`config.mk`:
```
export PLATFORM = sky130hd
export DESIGN_NAME = sub_seq_ctrl
export DESIGN_NICKNAME = d
export VERILOG_FILES = /design/src/rtl/sub_seq_pkg.sv /design/src/rtl/sub_seq_ctrl_fs8.sv /design/src/rtl/sub_seq_ctrl.sv
export SDC_FILE = /design/constraint.sdc
export NUM_CORES = 1
export LEC_CHECK = 0
export CORE_MARGIN = 8
export CORE_UTILIZATION = 46
export CTS_CLUSTER_SIZE = 14
export DETAILED_ROUTE_END_ITERATION = 16
export PLACE_DENSITY = 0.77
export RECOVER_POWER = 25
export SETUP_SLACK_MARGIN = 0.15
export SYNTH_ARGS = -nofsm -noshare
export SYNTH_HDL_FRONTEND = slang
export SYNTH_HIERARCHICAL = 1
export SYNTH_SLANG_ARGS = --single-unit
```
`constraint.sdc`:
```
create_clock -name clk -period 3.4 [get_ports clk]
set_input_delay 0.68 -clock clk [delete_from_list [all_inputs] [get_ports clk]]
set_output_delay 0.68 -clock clk [all_outputs]
set_load 0.02 [all_outputs]
```
`src/rtl/sub_seq_pkg.sv`:
```
// Shared types and sizing helpers for the chunked sequential subtractor.
package sub_seq_pkg;

  typedef enum logic [1:0] {
    IDLE,
    RUN,
    DONE
  } state_t;

  localparam int unsigned CHUNK_W = 8;

  function automatic int unsigned calc_nchunk(input int unsigned width);
    return width / CHUNK_W;
  endfunction

  // Counter needs at least one bit even when a single pass suffices.
  function automatic int unsigned calc_cnt_w(input int unsigned nchunk);
    return (nchunk <= 1) ? 1 : $clog2(nchunk);
  endfunction

endpackage

```
`src/rtl/sub_seq_ctrl_fs8.sv`:
```
// fs8: 8-bit ripple subtractor slice, d = a - b - bin with borrow-out.
module fs8 (
  input  logic [7:0] a,
  input  logic [7:0] b,
  input  logic       bin,
  output logic [7:0] d,
  output logic       bout
);

  logic br;

  always_comb begin
    br = bin;
    d  = '0;
    for (int unsigned i = 0; i < 8; i++) begin
      d[i] = a[i] ^ b[i] ^ br;
      br   = (~a[i] & b[i]) | (~(a[i] ^ b[i]) & br);
    end
    bout = br;
  end

endmodule

```
`src/rtl/sub_seq_ctrl.sv`:
```
// sub_seq_ctrl: WIDTH-bit a - b - bin computed one byte per cycle on a shared fs8.
// Optional signed-overflow flag enabled by defining SUB_OVF_EN.
module sub_seq_ctrl
  import sub_seq_pkg::*;
#(
  parameter int unsigned WIDTH = 32
) (
  input  logic             clk,
  input  logic             rst,
  input  logic             in_valid,
  output logic             in_ready,
  input  logic [WIDTH-1:0] a,
  input  logic [WIDTH-1:0] b,
  input  logic             bin,
  output logic             out_valid,
  input  logic             out_ready,
  output logic [WIDTH-1:0] d,
  output logic             bout,
  output logic             busy
`ifdef SUB_OVF_EN
  ,
  output logic             ovf
`endif
);

  localparam int unsigned NCHUNK = calc_nchunk(WIDTH);
  localparam int unsigned CNT_W  = calc_cnt_w(NCHUNK);
  localparam logic [CNT_W-1:0] LAST = CNT_W'(NCHUNK - 1);

  state_t                 state;
  logic [WIDTH-1:0]       op_a;
  logic [WIDTH-1:0]       op_b;
  logic                   borrow;
  logic [CNT_W-1:0]       cnt;

  logic [CHUNK_W-1:0]     slice_d;
  logic                   slice_bout;
  logic [WIDTH+CHUNK_W-1:0] d_cat;

`ifdef SUB_OVF_EN
  logic                   a_s;
  logic                   b_s;
`endif

  fs8 u_slice (
    .a    (op_a[CHUNK_W-1:0]),
    .b    (op_b[CHUNK_W-1:0]),
    .bin  (borrow),
    .d    (slice_d),
    .bout (slice_bout)
  );

  assign in_ready = (state == IDLE) & ~rst;

  // New chunk enters at the top; concatenation keeps this legal for WIDTH=8.
  assign d_cat = {slice_d, d};

  always_ff @(posedge clk or posedge rst) begin
    if (rst) begin
      state     <= IDLE;
      op_a      <= '0;
      op_b      <= '0;
      borrow    <= 1'b0;
      cnt       <= '0;
      d         <= '0;
      bout      <= 1'b0;
      out_valid <= 1'b0;
      busy      <= 1'b0;
`ifdef SUB_OVF_EN
      a_s       <= 1'b0;
      b_s       <= 1'b0;
      ovf       <= 1'b0;
`endif
    end else begin
      unique case (state)
        IDLE: begin
          if (in_valid) begin
            op_a   <= a;
            op_b   <= b;
            borrow <= bin;
            cnt    <= '0;
            busy   <= 1'b1;
            state  <= RUN;
`ifdef SUB_OVF_EN
            a_s    <= a[WIDTH-1];
            b_s    <= b[WIDTH-1];
`endif
          end
        end
        RUN: begin
          d      <= d_cat[WIDTH+CHUNK_W-1:CHUNK_W];
          borrow <= slice_bout;
          op_a   <= op_a >> CHUNK_W;
          op_b   <= op_b >> CHUNK_W;
          cnt    <= cnt + 1'b1;
          if (cnt == LAST) begin
            bout      <= slice_bout;
            out_valid <= 1'b1;
            state     <= DONE;
`ifdef SUB_OVF_EN
            // Final slice's top bit is the result sign.
            ovf       <= (a_s != b_s) & (slice_d[CHUNK_W-1] != a_s);
`endif
          end
        end
        DONE: begin
          if (out_ready) begin
            out_valid <= 1'b0;
            busy      <= 1'b0;
            state     <= IDLE;
`ifdef SUB_OVF_EN
            ovf       <= 1'b0;
`endif
          end
        end
        default: state <= IDLE;
      endcase
    end
  end

endmodule
```
# After elaboration in Yosys (flattened, before gate mapping)
# Cells that the tools add are included.
[classes]
n_eq_ne = 6
bitwise = 58
reduce_logical = 9
addsub = 1
muxes = 17
[op_table]
columns = ["operator", "count"]
rows = [
  ["case mux 32 bit (2 select lines)", 2],
  ["two-way mux 32 bit", 2],
  ["AND 1 bit", 17],
  ["inverter 1 bit", 17],
  ["XOR 1 bit", 16],
  ["AND reduction 3 bit", 3],
  ["two-way mux 2 bit", 4],
  ["bitwise OR 1 bit", 8],
  ["inequality test 2 bit (second input constant)", 3],
  ["case mux 1 bit (2 select lines)", 3],
  ["case mux 2 bit (3 select lines)", 1],
  ["nonzero test 2 bit", 3],
  ["== test 2 bit (second input constant)", 2],
  ["two-way mux 1 bit", 4],
  ["case mux 2 bit (2 select lines)", 1],
  ["AND reduction 2 bit", 2],
  ["adder 2 x 1 -> 2 bit (second input constant)", 1],
  ["== test 2 x 1 -> 1 bit (second input constant)", 1],
  ["zero test 2 bit", 1],
]
[totals]
ff_bits = 104
elab_cells = 100

# Logic depth before layout (Yosys ltp)
[depth]
depth_word = 19
mapped_depth = 14
ltp_nobuf = 14

# Modules after synthesis
# Netlist, hierarchy kept.
[by_module_without_submodules]
columns = ["module", "n_inst", "area_each_um2", "cells_each"]
rows = [
  ["sub_seq_ctrl", 1, 4566.9, 478],
  ["fs8", 1, 227.7, 26],
]

# Worst setup path after synthesis
# No wires, ideal clock.
[synth_timing]
path_kind = "register to register"
startpoint = "register op_b[0]"
endpoint = "register d[31]"
setup_slack_ps = -133
setup_ps = 117
path_stages_with_launch = 14
arrival_time_ps = 3417
t_required_ps = 3283
path_cell_list = "dfrtp_1 inv_1 fa_1 inv_1 fa_1 fa_1 fa_1 fa_1 fa_1 fa_1 inv_1 fa_1 nand2_1 nand2_1"
[synth_between]
elab_chain_len = 17
[synth_lines]
columns = ["item", "line", "rtl"]
rows = [
  ["start: declaration", "sub_seq_ctrl.sv:32", "logic [WIDTH-1:0] op_b;"],
  ["start signal: assignment", "sub_seq_ctrl.sv:94", "op_b <= op_b >> CHUNK_W;"],
  ["XOR 1 bit", "sub_seq_ctrl_fs8.sv:17", "br = (~a[i] & b[i]) | (~(a[i] ^ b[i]) & br);"],
  ["inverter 1 bit", "sub_seq_ctrl_fs8.sv:17", ""],
  ["AND 1 bit", "sub_seq_ctrl_fs8.sv:17", ""],
  ["bitwise OR 1 bit *", "sub_seq_ctrl_fs8.sv:17", ""],
  ["AND 1 bit *", "sub_seq_ctrl_fs8.sv:17", ""],
  ["bitwise OR 1 bit *", "sub_seq_ctrl_fs8.sv:17", ""],
  ["AND 1 bit *", "sub_seq_ctrl_fs8.sv:17", ""],
  ["bitwise OR 1 bit *", "sub_seq_ctrl_fs8.sv:17", ""],
  ["(+2 left out)", "--", ""],
  ["AND 1 bit *", "sub_seq_ctrl_fs8.sv:17", ""],
  ["bitwise OR 1 bit *", "sub_seq_ctrl_fs8.sv:17", ""],
  ["AND 1 bit *", "sub_seq_ctrl_fs8.sv:17", ""],
  ["bitwise OR 1 bit *", "sub_seq_ctrl_fs8.sv:17", ""],
  ["AND 1 bit *", "sub_seq_ctrl_fs8.sv:17", ""],
  ["bitwise OR 1 bit *", "sub_seq_ctrl_fs8.sv:17", ""],
  ["XOR 1 bit *", "sub_seq_ctrl_fs8.sv:16", "d[i] = a[i] ^ b[i] ^ br;"],
  ["net slice_d[7]", "sub_seq_ctrl.sv:36", "logic [CHUNK_W-1:0] slice_d;"],
  ["end signal: assignment", "sub_seq_ctrl.sv:91", "d <= d_cat[WIDTH+CHUNK_W-1:CHUNK_W];"],
  ["end: declaration", "sub_seq_ctrl.sv:17", "output logic [WIDTH-1:0] d,"],
]
# The timed path passes the listed nets; every way through them passes the cells marked *.
# A chain may end at the register's enable or synchronous reset.

# Worst setup path after layout
# Ends and elaborated chain as after synthesis.

==> metrics.csv <==
stage;metric;value;unit
synthesis;ys_top_cells_by_area;sky130_fd_sc_hd__dfrtp_1 (54%), sky130_fd_sc_hd__nand2_1 (8.0%), sky130_fd_sc_hd__nor2_1 (7.4%);
placement;detailedPlacementHpwl;7.94;mm
worst_setup_path;critical_path.reg2reg.startpoint;op_b[0]$_DFFE_PP0P_;
synthesis;synth-edff-count;0;
timing;max-slew-margin-rel;7.71;%
clock_network;cts_num_sinks;104;
timing;layout_skew;0.0124;ns
worst_setup_path;crit_fanout;2;
synthesis;postSynthNetCount;582;
timing;fin_ws;-0.0610;ns
synthesis;sequential_element_share_of_the_synthesized_area;54.3;%
timing;tightest_slew;1.38;ns
floorplan;floorplan.die_area;13900;um2
power;pwr_density_cell;987;nW/um2
route;detail_route.wl_per_cell;15.4;um
floorplan;row_count;37;
power;vdd_drop_max;0.400;mV
worst_setup_path;cp_common_cell;sky130_fd_sc_hd__fa_2;
timing;fmax_achieved;289;MHz
route;vias;3794;
worst_setup_path;regToRegEndpoint;d[31]$_DFFE_PP0N_;
grt;maximum_number_of_pins_on_one_net_before_global_route_repair;105;
synthesis;synth_top_area_share;54.3;%
worst_setup_path;crit_type;reg -> reg;
route;postRouteAntennaNets;0;
floorplan;ioPinCount;105;
clock_network;clock-root-buffer;sky130_fd_sc_hd__clkbuf_8;
timing;finalSetupViolCount;1;
timing;finalCritPeriodShare;102;%
floorplan;chip_height;118;um
worst_setup_path;cp_cell_sequence;inv_2 -> fa_2 -> inv_2 -> fa_2 -> fa_2 -> fa_2 -> fa_2 -> fa_2 -> fa_2 -> inv_2 -> fa_1 -> nand2_1 -> nand2_1;
synthesis;synthCells;504;
hold_path;worst_hold_path.num_cells;2;
grt;gr-usage-all-layers;16.4;%
route;wirelength;11.3;mm
finish;nFillCells;863;
clock_network;tritoncts_clock_tree;done;
synthesis;netlist.top_cell.by_area;sky130_fd_sc_hd__dfrtp_1;
floorplan;core_region_area;10200;um2
placement;dpl-instance-area;5860;um2
worst_setup_path;required;3.66;ns
placement;port-buffer-count;104;
timing;timing.final.max_slew_violations;0;
route;detail_route.first_pass.iterations;4;
finish;layoutNonFillerInstCount;730;
finish;multi_input_area;1890;um2
synthesis;flip_flop_and_latch_count_after_synthesis;104;
run_status;outcome;complete, but fails checks;
finish;antenna_diode_instance_count;0;
clock_network;ctsLongestPathBuffers;2;
clock_network;numCtsBuffers;9;
clock_network;cts_htree_levels;3;
synthesis;yosysWarningCount;6;
grt;overflow;0;
worst_setup_path;cp.arrival;3.72;ns
placement;gp_routability_congestion;0.824;
finish;finalCoreUtilization;59.6;%
synthesis;postSynth.topFlopCell;sky130_fd_sc_hd__dfrtp_1;
finish;nets;668;
route;drt_drc_violations_left;0;
finish;syn2layout_area_growth;27.1;%
finish;drive_gt1_share;9.09;%
worst_setup_path;timing.critical_path.slowest_stage_cell;sky130_fd_sc_hd__dfrtp_1;
clock_network;clk_transition_reported_paths;0.09;ns
synthesis;syn_area_per_cell;9.51;um2
job;drv_cap;0;
power;total_power;6.02;mW
synthesis;yosysUniqueCellTypes;25;
hold_path;holdCritStartpoint;d[3]$_DFFE_PP0N_;
grt;global_route_wire_length_before_repair;19.0;mm
run_status;failing_checks;negative setup slack;
power;power.static_leakage;2.75;nW
worst_setup_path;crit_path_end_kind;register;
worst_setup_path;reg2reg_setup_slack;-0.06;ns
route;viasPerCell;5.20;
worst_setup_path;start_kind;register;
placement;post_place_setup_slack;-0.123;ns
worst_setup_path;worst-r2r-cell-count;13;
hold_path;timing.hold.worst_endpoint;d[3]$_DFFE_PP0N_;
clock_network;insertion_delay;0.37;ns
timing;time_the_final_worst_path_needs_with_i_o_delays_and_setup;3.46;ns
worst_setup_path;max_stage_delay;0.41;ns
synthesis;asyncSetResetFlopFracSynth;100;%
hold_path;min-delay-path-class;reg -> reg;
floorplan;floorplan.die.width;118;um
finish;final_design_area_no_fill;6090;um2
synthesis;synthesis.area;4790;um2
timing;finalHoldViolCount;0;
timing;grt_setup_unrepaired;yes;
finish;layout.area.seq;2610;um2
grt;initial_antenna_violation_count;1;
grt;via_count_of_the_first_global_routing_pass;3904;
route;drt-initial-drc-count;241;
placement;place.detailed.instances;713;
floorplan;floorplan.initialDensity;46.9;%
[layer usage]
metal | GRT usage, % | up-vias | wire (um)
li1 | - | 1839 | -
met3 | 5.18 | 16 | 638
met2 | 26.3 | 100 | 5400
met1 | 20.7 | 1837 | 5060
met5 | 0 | - | 9
met4 | 4.80 | 2 | 150
[flip-flops by register name, summed over array words and instances (netlist names)]
register,count
d,32
op_a,32
op_b,32
cnt,2
state,2
borrow,1
bout,1
busy,1
out_valid,1
[cells in the final DEF, fill, tap and decap left out, drive strengths merged, types with 6 or more instances in the layout]
| cell | n |
|---|---|
| a211oi | 42 |
| a22o | 16 |
| a32oi | 6 |
| buf | 8 |
| clkbuf | 13 |
| clkdlybuf4s50 | 103 |
| dfrtp | 104 |
| fa | 8 |
| inv | 25 |
| nand2 | 102 |
| nor2 | 96 |
| nor3 | 43 |
[critical path, delay by kind of cell, from the launching register on]
| kind | cells | cell delay, ns |
|---|---|---|
| buffers and inverters | 3 | 0.17 |
| DFF | 1 | 0.41 |
| adders and majority gates | 8 | 2.69 |
| and+or+nand+nor | 2 | 0.12 |
[cell type report]
cell class | count | area share [%]
clock buffers | 12 | 2.55
well taps | 136 | 2.79
clock inverters | 3 | 1.07
repair buffers | 113 | 18.2
inverters | 26 | 1.66
flip-flops and latches | 104 | 42.8
multi-input cells | 336 | 31.0
[synthesized netlist by cell type (5+ instances only)]
cell                         n
sky130_fd_sc_hd__inv_1      26
sky130_fd_sc_hd__nand2_1   102
sky130_fd_sc_hd__a211oi_2   10
sky130_fd_sc_hd__o21a_1      5
sky130_fd_sc_hd__a22o_1     16
sky130_fd_sc_hd__a32oi_1     6
sky130_fd_sc_hd__fa_1        8
sky130_fd_sc_hd__buf_4      10
sky130_fd_sc_hd__dfrtp_1   104
sky130_fd_sc_hd__a211oi_1   32
sky130_fd_sc_hd__nor3_1     43
sky130_fd_sc_hd__buf_2      21
sky130_fd_sc_hd__nor2_1     95
[cell families (layout without fill, tap and decap cells)]
logic type	Yosys count	count (layout)	synth area share [%]
and+or+nand+nor	247	247	20.9
DFF	104	104	54.3
AOI/OAI and AO/OA	79	79	14.1
buffers and inverters	64	154	6.81
adders and majority gates	9	9	3.60
muxes	1	1	0.235
[timing repair]
item | 4_1_cts | 5_1_grt
endpoints found under the setup margin | 3 | 4
hold buffers | 0 | 0
resized for setup | 7 | 1
pin swaps | 1 | 2
setup buffers | 1 | 1
[worst max path at each step]
stage          slack [ns]                 from  cells past startpoint                end
6_report            -0.06  op_b[0]$_DFFE_PP0P_                     13  d[31]$_DFFE_PP0N_
5_1_grt             -0.14  op_b[0]$_DFFE_PP0P_                     13  d[31]$_DFFE_PP0N_
4_1_cts             -0.04  op_b[0]$_DFFE_PP0P_                     13  d[31]$_DFFE_PP0N_
3_5_place_dp        -0.12  op_b[0]$_DFFE_PP0P_                     13  d[31]$_DFFE_PP0N_
3_3_place_gp        -0.04  op_b[0]$_DFFE_PP0P_                     13  d[31]$_DFFE_PP0N_
2_1_floorplan        0.03  op_b[0]$_DFFE_PP0P_                     13  d[31]$_DFFE_PP0N_
[metrics by stage]
stage | hold WS, ns | setup TNS, ns
3_3_place_gp | 0.456 | -0.0403
3_5_place_dp | 0.462 | -0.171
5_1_grt | 0.521 | -0.209
4_1_cts | 0.485 | -0.0402
2_1_floorplan | 0.465 | 0
6_report | 0.483 | -0.0610
[report_power, final]
part           switching, mW  leakage [nW]  internal, mW
combinational           1.61          1.37          1.26
sequential             0.474          1.27          1.83
clock                  0.386         0.112         0.450
total                   2.47          2.75          3.54
Power figures use the tool's default switching activity.
